File: src/rtl/eth_tx_framer_if.sv
// Framer control, payload-fetch and frame-byte signals bundled into one port.
// Latency: none; wires only.
// Backpressure: none; fetch uses req/ready pulses and the output side is a fixed-rate strobe.
interface eth_tx_framer_if;
    logic        start;
    logic [10:0] len;
    logic        in_req;
    logic [10:0] in_index;
    logic        in_ready;
    logic [7:0]  in_data;
    logic [7:0]  out;
    logic        outclk;
    logic        done;
    logic        busy;
    logic        underrun;

    // Framer side: masters the fetch request and the outgoing byte strobe.
    modport master (
        input  start, len, in_ready, in_data,
        output in_req, in_index, out, outclk, done, busy, underrun
    );

    // Environment side: issues start, answers fetches, consumes frame bytes.
    modport slave (
        output start, len, in_ready, in_data,
        input  in_req, in_index, out, outclk, done, busy, underrun
    );
endinterface

File: src/rtl/eth_tx_framer.sv
// Builds an Ethernet II frame (preamble, SFD, payload, zero pad, FCS, IFG) from a fetched payload stream.
// Latency: first byte strobe one cycle after an accepted start, then one byte every BYTE_PERIOD cycles.
// Backpressure: none; a payload byte not returned in time goes out as 0x00 and sets the sticky underrun flag.
module eth_tx_framer #(
    parameter int BYTE_PERIOD  = 4,
    parameter int PREAMBLE_LEN = 7,
    parameter int MIN_PAYLOAD  = 60,
    parameter int IFG_BYTES    = 12
) (
    input  logic              clk,
    input  logic              reset,
    eth_tx_framer_if.master   bus
);
    localparam int PW = (BYTE_PERIOD > 1) ? $clog2(BYTE_PERIOD) : 1;
    localparam logic [PW-1:0] P_LAST    = PW'(BYTE_PERIOD - 1);
    localparam logic [10:0]   MIN_L     = 11'(MIN_PAYLOAD);
    localparam logic [10:0]   PRE_LAST  = 11'(PREAMBLE_LEN - 1);
    localparam logic [10:0]   IFG_LAST  = 11'(IFG_BYTES - 1);

    typedef enum logic [2:0] {IDLE, PREAMBLE, SFD, PAYLOAD, PAD, FCS, IFG} state_t;

    state_t      state_q, state_d;
    logic [10:0] bcnt_q, bcnt_d;     // byte index within the current state (data index across PAYLOAD/PAD)
    logic [PW-1:0] pcnt_q, pcnt_d;   // cycle position inside the current byte slot
    logic [10:0] len_q, len_d;
    logic [31:0] crc_q, crc_d;
    logic [7:0]  buf_q, buf_d;       // one-byte holding buffer for the fetched payload byte
    logic        have_q, have_d;     // buffer holds the byte for the next payload slot
    logic        wait_q, wait_d;     // a fetch is outstanding
    logic [7:0]  out_q, out_d;
    logic        outclk_q, outclk_d;
    logic        done_q, done_d;
    logic        req_q, req_d;
    logic [10:0] idx_q, idx_d;
    logic        udr_q, udr_d;

    logic        tick;
    logic [10:0] data_len;
    logic        fetch_ok;
    logic [7:0]  fetch_byte;
    logic        emit_data;
    logic        emit_fcs0;
    logic [10:0] d_idx;
    logic [7:0]  data_byte;
    logic [31:0] fcs_w;
    logic [1:0]  fidx;

    // Reflected CRC-32 update over one byte, LSB first.
    function automatic logic [31:0] crc_byte(input logic [31:0] c, input logic [7:0] d);
        logic [31:0] r;
        r = c;
        for (int i = 0; i < 8; i++) begin
            if (r[0] ^ d[i]) r = (r >> 1) ^ 32'hEDB88320;
            else             r = r >> 1;
        end
        return r;
    endfunction

    assign tick       = (pcnt_q == P_LAST);
    assign data_len   = (len_q > MIN_L) ? len_q : MIN_L;
    // A response landing in the emit cycle itself is forwarded straight to the output.
    assign fetch_ok   = have_q | (wait_q & bus.in_ready);
    assign fetch_byte = have_q ? buf_q : ((wait_q & bus.in_ready) ? bus.in_data : 8'h00);
    assign fcs_w      = ~crc_q;
    assign fidx       = bcnt_q[1:0] + 2'd1;

    // Next-state, datapath and output decode; every slot boundary is a tick of the period counter.
    always_comb begin
        state_d   = state_q;
        bcnt_d    = bcnt_q;
        pcnt_d    = pcnt_q;
        len_d     = len_q;
        crc_d     = crc_q;
        buf_d     = buf_q;
        have_d    = have_q;
        wait_d    = wait_q;
        out_d     = out_q;
        idx_d     = idx_q;
        udr_d     = udr_q;
        outclk_d  = 1'b0;
        done_d    = 1'b0;
        req_d     = 1'b0;
        emit_data = 1'b0;
        emit_fcs0 = 1'b0;
        d_idx     = '0;
        data_byte = 8'h00;

        if (wait_q && bus.in_ready) begin
            buf_d  = bus.in_data;
            have_d = 1'b1;
            wait_d = 1'b0;
        end

        if (state_q != IDLE) pcnt_d = tick ? '0 : pcnt_q + 1'b1;

        case (state_q)
            IDLE: begin
                if (bus.start) begin
                    state_d  = PREAMBLE;
                    bcnt_d   = '0;
                    pcnt_d   = '0;
                    len_d    = bus.len;
                    crc_d    = 32'hFFFFFFFF;
                    udr_d    = 1'b0;
                    have_d   = 1'b0;
                    wait_d   = 1'b0;
                    out_d    = 8'h55;
                    outclk_d = 1'b1;
                end
            end
            PREAMBLE: begin
                if (tick) begin
                    outclk_d = 1'b1;
                    if (bcnt_q == PRE_LAST) begin
                        state_d = SFD;
                        bcnt_d  = '0;
                        out_d   = 8'hD5;
                        // Payload byte 0 is requested together with the SFD strobe.
                        if (len_q != 11'd0) begin
                            req_d  = 1'b1;
                            idx_d  = '0;
                            wait_d = 1'b1;
                            have_d = 1'b0;
                        end
                    end else begin
                        bcnt_d = bcnt_q + 11'd1;
                        out_d  = 8'h55;
                    end
                end
            end
            SFD: begin
                if (tick) begin
                    if (data_len == 11'd0) emit_fcs0 = 1'b1;
                    else                   emit_data = 1'b1;
                end
            end
            PAYLOAD, PAD: begin
                if (tick) begin
                    if (bcnt_q + 11'd1 == data_len) emit_fcs0 = 1'b1;
                    else begin
                        emit_data = 1'b1;
                        d_idx     = bcnt_q + 11'd1;
                    end
                end
            end
            FCS: begin
                if (tick) begin
                    if (bcnt_q == 11'd3) begin
                        state_d = (IFG_BYTES == 0) ? IDLE : IFG;
                        bcnt_d  = '0;
                        if (IFG_BYTES == 0) pcnt_d = '0;
                    end else begin
                        bcnt_d   = bcnt_q + 11'd1;
                        out_d    = fcs_w[{fidx, 3'b000} +: 8];
                        outclk_d = 1'b1;
                        done_d   = (bcnt_q == 11'd2);
                    end
                end
            end
            IFG: begin
                if (tick) begin
                    if (bcnt_q == IFG_LAST) begin
                        state_d = IDLE;
                        pcnt_d  = '0;
                    end else begin
                        bcnt_d = bcnt_q + 11'd1;
                    end
                end
            end
            default: state_d = IDLE;
        endcase

        if (emit_data) begin
            bcnt_d   = d_idx;
            outclk_d = 1'b1;
            if (d_idx < len_q) begin
                state_d   = PAYLOAD;
                data_byte = fetch_byte;
                if (!fetch_ok) udr_d = 1'b1;
                have_d = 1'b0;
                wait_d = 1'b0;
                // Prefetch the following payload byte alongside this strobe.
                if (d_idx + 11'd1 < len_q) begin
                    req_d  = 1'b1;
                    idx_d  = d_idx + 11'd1;
                    wait_d = 1'b1;
                end
            end else begin
                state_d = PAD;
            end
            out_d = data_byte;
            crc_d = crc_byte(crc_q, data_byte);
        end

        if (emit_fcs0) begin
            state_d  = FCS;
            bcnt_d   = '0;
            out_d    = fcs_w[7:0];
            outclk_d = 1'b1;
        end
    end

    // State and datapath registers with synchronous reset.
    always_ff @(posedge clk) begin
        if (reset) begin
            state_q  <= IDLE;
            bcnt_q   <= '0;
            pcnt_q   <= '0;
            len_q    <= '0;
            crc_q    <= '0;
            buf_q    <= '0;
            have_q   <= 1'b0;
            wait_q   <= 1'b0;
            out_q    <= '0;
            outclk_q <= 1'b0;
            done_q   <= 1'b0;
            req_q    <= 1'b0;
            idx_q    <= '0;
            udr_q    <= 1'b0;
        end else begin
            state_q  <= state_d;
            bcnt_q   <= bcnt_d;
            pcnt_q   <= pcnt_d;
            len_q    <= len_d;
            crc_q    <= crc_d;
            buf_q    <= buf_d;
            have_q   <= have_d;
            wait_q   <= wait_d;
            out_q    <= out_d;
            outclk_q <= outclk_d;
            done_q   <= done_d;
            req_q    <= req_d;
            idx_q    <= idx_d;
            udr_q    <= udr_d;
        end
    end

    assign bus.out      = out_q;
    assign bus.outclk   = outclk_q;
    assign bus.done     = done_q;
    assign bus.in_req   = req_q;
    assign bus.in_index = idx_q;
    assign bus.underrun = udr_q;
    assign bus.busy     = (state_q != IDLE);
endmodule

File: src/flat_wrapper.sv
// flat-port wrapper written by rule: the top's interface ports become plain ports
module eth_tx_framer_flat 
#(
    parameter int BYTE_PERIOD  = 4,
    parameter int PREAMBLE_LEN = 7,
    parameter int MIN_PAYLOAD  = 60,
    parameter int IFG_BYTES    = 12
)
  (clk, reset, bus_start, bus_len, bus_in_ready, bus_in_data, bus_in_req, bus_in_index, bus_out, bus_outclk, bus_done, bus_busy, bus_underrun);
  eth_tx_framer_if bus_i ();
  input  logic clk;
  input  logic reset;
  input wire logic [$bits(bus_i.start)-1:0] bus_start;
  input wire logic [$bits(bus_i.len)-1:0] bus_len;
  input wire logic [$bits(bus_i.in_ready)-1:0] bus_in_ready;
  input wire logic [$bits(bus_i.in_data)-1:0] bus_in_data;
  output wire logic [$bits(bus_i.in_req)-1:0] bus_in_req;
  output wire logic [$bits(bus_i.in_index)-1:0] bus_in_index;
  output wire logic [$bits(bus_i.out)-1:0] bus_out;
  output wire logic [$bits(bus_i.outclk)-1:0] bus_outclk;
  output wire logic [$bits(bus_i.done)-1:0] bus_done;
  output wire logic [$bits(bus_i.busy)-1:0] bus_busy;
  output wire logic [$bits(bus_i.underrun)-1:0] bus_underrun;
  assign bus_i.start = bus_start;
  assign bus_i.len = bus_len;
  assign bus_i.in_ready = bus_in_ready;
  assign bus_i.in_data = bus_in_data;
  assign bus_in_req = bus_i.in_req;
  assign bus_in_index = bus_i.in_index;
  assign bus_out = bus_i.out;
  assign bus_outclk = bus_i.outclk;
  assign bus_done = bus_i.done;
  assign bus_busy = bus_i.busy;
  assign bus_underrun = bus_i.underrun;
  eth_tx_framer #(.BYTE_PERIOD(BYTE_PERIOD), .PREAMBLE_LEN(PREAMBLE_LEN), .MIN_PAYLOAD(MIN_PAYLOAD), .IFG_BYTES(IFG_BYTES)) u_core (.clk(clk), .reset(reset), .bus(bus_i));
endmodule
File: config.mk
export PLATFORM = sky130hd
export DESIGN_NAME = eth_tx_framer_flat
export DESIGN_NICKNAME = d
export VERILOG_FILES = /design/src/rtl/eth_tx_framer_if.sv /design/src/rtl/eth_tx_framer.sv /design/src/flat_wrapper.sv
export SDC_FILE = /design/constraint.sdc
export NUM_CORES = 1
export LEC_CHECK = 0
export BUFFER_PORTS_ARGS = -buffer_cell sky130_fd_sc_hd__buf_4
export CAP_MARGIN = 25
export CORE_ASPECT_RATIO = 0.8
export CORE_MARGIN = 8
export CORE_UTILIZATION = 65
export CTS_CLUSTER_SIZE = 14
export DETAILED_ROUTE_END_ITERATION = 10
export HOLD_SLACK_MARGIN = 0.12
export PLACE_DENSITY = 0.85
export SYNTH_ARGS = -nofsm -noshare
export SYNTH_HDL_FRONTEND = slang
export SYNTH_SLANG_ARGS = --single-unit
File: constraint.sdc
create_clock -name clk -period 17.4 [get_ports clk]
set_input_delay 2.61 -clock clk [delete_from_list [all_inputs] [get_ports clk]]
set_output_delay 2.61 -clock clk [all_outputs]
set_load 0.02 [all_outputs]
==> qor.csv <==
metric,value,unit
outcome,"finished, final reports clean",
DR WL/cell,20.6,µm
Hold Buf Count CTS,0,
Net Sw Power,0.000208,W
Layout Nets,871,
layout cell share with drive strength beyond 1,0.133,
die area,14100,µm²
top cell type's share of synthesized area,0.268,
ANT cells,0,
postcts setup bufs,0,
CTS tree,yes,
max-cap violation count,0,
via-per-instance ratio,6.52,
area delta synth->final,8.20,%
Synth Area in Simple Gates,0.191,
Netlist cell types,78,
"Cell Count, Final, Fillers Out",968,
Worst slew margin,0.343,
XOR/XNOR Fraction of Synth Area,0.189,
latest clock arrival within the worst-skew pair,350,ps
share of flip-flops with an asynchronous set or reset,0,
CP Capture Type,flop,
minimum clock period,7080,ps
worst path buffer plus inverter count,0,
area share of fa/ha/maj cells after synthesis,0.0455,
setup TNS,0,ps
static leakage,2.97,nW
Comb power frac,0.306,
Yosys reg bits,92,
RSZ-0062 raised after global routing,no,
width of the die,131,µm
routability cong.,0.975,
met2 Usage GRT,0.403,
first drt pass iteration count,5,
largest net degree at the start of global routing,67,
H-tree lvl count,3,
Syn Nets,872,
final wirelength,19900,µm
global-route wire length before repair,31300,µm
vias in the first global route,5695,
Max Clk Rate,141,MHz
Fin. Hold Viols,0,
post_cts resized,0,
net switching fraction of the power,0.334,
"EDFF count, synth",0,
"IR drop worst, VDD",0.0000785,V
Worst R2R Path Depth,22,
I/O pin cnt,47,
setup violators final,0,
clk_skew,13.2,ps
top post-synthesis cells by area,"dfxtp_1 27%, xnor2_1 8.8%, a21oi_1 6.4%",
GRT Total Usage,0.285,
Top Usage Layer GRT,met1,
Clock power frac,0.302,
critical setup path kind,flop to flop,
mux cell area share after synthesis,0.0353,
drt initial violations,757,
period utilization,0.407,
Max Slew Vio Count,0,
total stage count of the critical path,22,
hold path cells,2,
Starting Density,0.668,
"Remaining Overflow, GRT",0,
startpoint types,flop,
yosys warns,0,
clk slew on worst S/H paths,70,ps
# DRC,0,
sequential fraction of design power,0.392,
Power Density,83.8,nW/µm²
commonest cells in the netlist,"92 x dfxtp_1, 88 x a21oi_1, 78 x nand2_1",
Core Box Area,10300,µm²
Tot Pwr,0.000623,W
post-synthesis compound-gate area fraction,0.215,
data required time of the critical path,17610,ps
arrival time worst endpoint,7290,ps
Worst Path Max Fanout,22,
crit-path cells,ha_1 -> nand4_1 -> nor2_1 -> a32oi_1 -> a2111oi_2 -> and4_1 -> nand2b_1 -> nor2_1 -> ha_1 -> nand3_1 -> xnor2_1 -> nor2_1 -> ha_1 -> a21o_1 -> a21o_1 -> a21o_1 -> a21o_1 -> a21o_1 -> a21oi_1 -> o2111a_2 -> nand2_1 -> o41ai_1,
die extent in y,108,µm
sequential fraction of the synthesis area,0.268,
Vias,6311,
hpwl dp,14600,µm
Hold Path Class,flop to flop,
Post-Syn Instances,824,
M3 GR Usage,0.0885,
top_reg_cell synth,dfxtp_1,
cell taking the most area after synthesis,dfxtp_1,
Int Power,0.000415,W
initial antenna violation count,0,
"most used cell, CP",a21o_1,
cell row count,33,
Netlist Area Pre-Place,6870,µm²
clock sink count,92,
Antenna Violating Nets Remaining,0,
Post-Syn Area per Cell,8.34,µm²
GR Util met1,0.415,
TritonCTS Buffers,9,
CP max stage delay,930,ps
Longest Clk Path Bufs,2,
Tightest Pin Transition,976,ps
largest family of logic cells by synthesized area,compound AO/OA/AOI/OAI gates,
I/O Buffers,46,
"slowest stage cell, crit path",dfxtp_1,
"count leader, synth",dfxtp_1,
Top delay family on crit path,compound AO/OA/AOI/OAI gates,
Placed Instances,952,
Root Driver,clkbuf_16,
kinds of logic after synthesis:
logic type	Yosys count
buffers and inverters	90
AND/OR/NAND/NOR	262
XOR/XNOR	121
multiplexers	14
adder cells (fa/ha/maj)	25
AO/OA/AOI/OAI	220
flip-flops	92
cells in the final DEF (no fill, tap or decap), drive strengths merged, types with 16 or more instances in the layout:
cell   count
a21oi     89
buf       53
dfxtp     92
ha        25
inv       27
nand2     78
nand3     16
nor2      60
nor3      41
o21ai     30
o31ai     30
xnor2     75
xor2      32
power groups by stage:
stage / Combinational [W] / Clock, W / Sequential [W]
CTS: 0.000187 / 0.000190 / 0.000243
global route: 0.000204 / 0.000197 / 0.000245
detailed placement: 0.000186 / 0 / 0.000248
floorplan: 0.000153 / 0 / 0.000238
finish: 0.000190 / 0.000188 / 0.000244
global placement: 0.000182 / 0 / 0.000247
final timing paths:
check / to / slack [ps] / startpoint
min: u_core.bus.out[7]$_SDFFE_PP0P_ / 450 / u_core.bus.out[7]$_SDFFE_PP0P_
max: u_core.bus.in_index[6]$_SDFF_PP0_ / 10320 / u_core.bcnt_q[0]$_SDFFE_PP0P_
min reg2reg: u_core.bus.out[7]$_SDFFE_PP0P_ / 450 / u_core.bus.out[7]$_SDFFE_PP0P_
max reg2reg: u_core.bus.in_index[6]$_SDFF_PP0_ / 10320 / u_core.bcnt_q[0]$_SDFFE_PP0P_
tightest hold or removal path: stages, from the launching register on:
cell     delay, ps
dfxtp_1        310
nand2_1         50
a21oi_1         50
layout make-up:
| cell class | instances | area (µm²) |
|---|---|---|
| Inverter | 25 | 93.8 |
| Sequential cell | 92 | 1840 |
| Timing Repair Buffer | 53 | 398 |
| Fill cell | 842 | 2850 |
| Clock inverter | 5 | 35.0 |
| Tap cell | 140 | 175 |
| Multi-Input combinational cell | 642 | 4650 |
| Clock buffer | 11 | 243 |
metal layers:
metal	share of wire	wire length, µm	vias to the layer above
li1	-	-	2950
met1	0.45	9010	2953
met2	0.41	8220	380
met3	0.12	2480	28
met4	0.011	213	0
met5	0	0	-
state kept, by name (all words and copies together) (netlist names):
name,cells
u_core.bus.in_req,1
u_core.bus.outclk,1
u_core.bus.underrun,1
u_core.crc_q,32
u_core.bus.in_index,11
u_core.wait_q,1
u_core.bcnt_q,11
u_core.pcnt_q,2
u_core.bus.done,1
u_core.len_q,11
u_core.state_q,3
u_core.bus.out,8
u_core.have_q,1
u_core.buf_q,8
per-stage QoR:
step           hold slack [ps]  area, µm²  setup slack (ps)  utilization
5_1_grt                    467       7430              9810        0.723
2_1_floorplan              437       6870             11550            -
3_5_place_dp               446       7160             10510        0.696
3_3_place_gp               443       7160             10750        0.696
6_report                   451       7430             10320        0.723
4_1_cts                    454       7430             10390        0.723
Power figures use the tool's default switching activity.
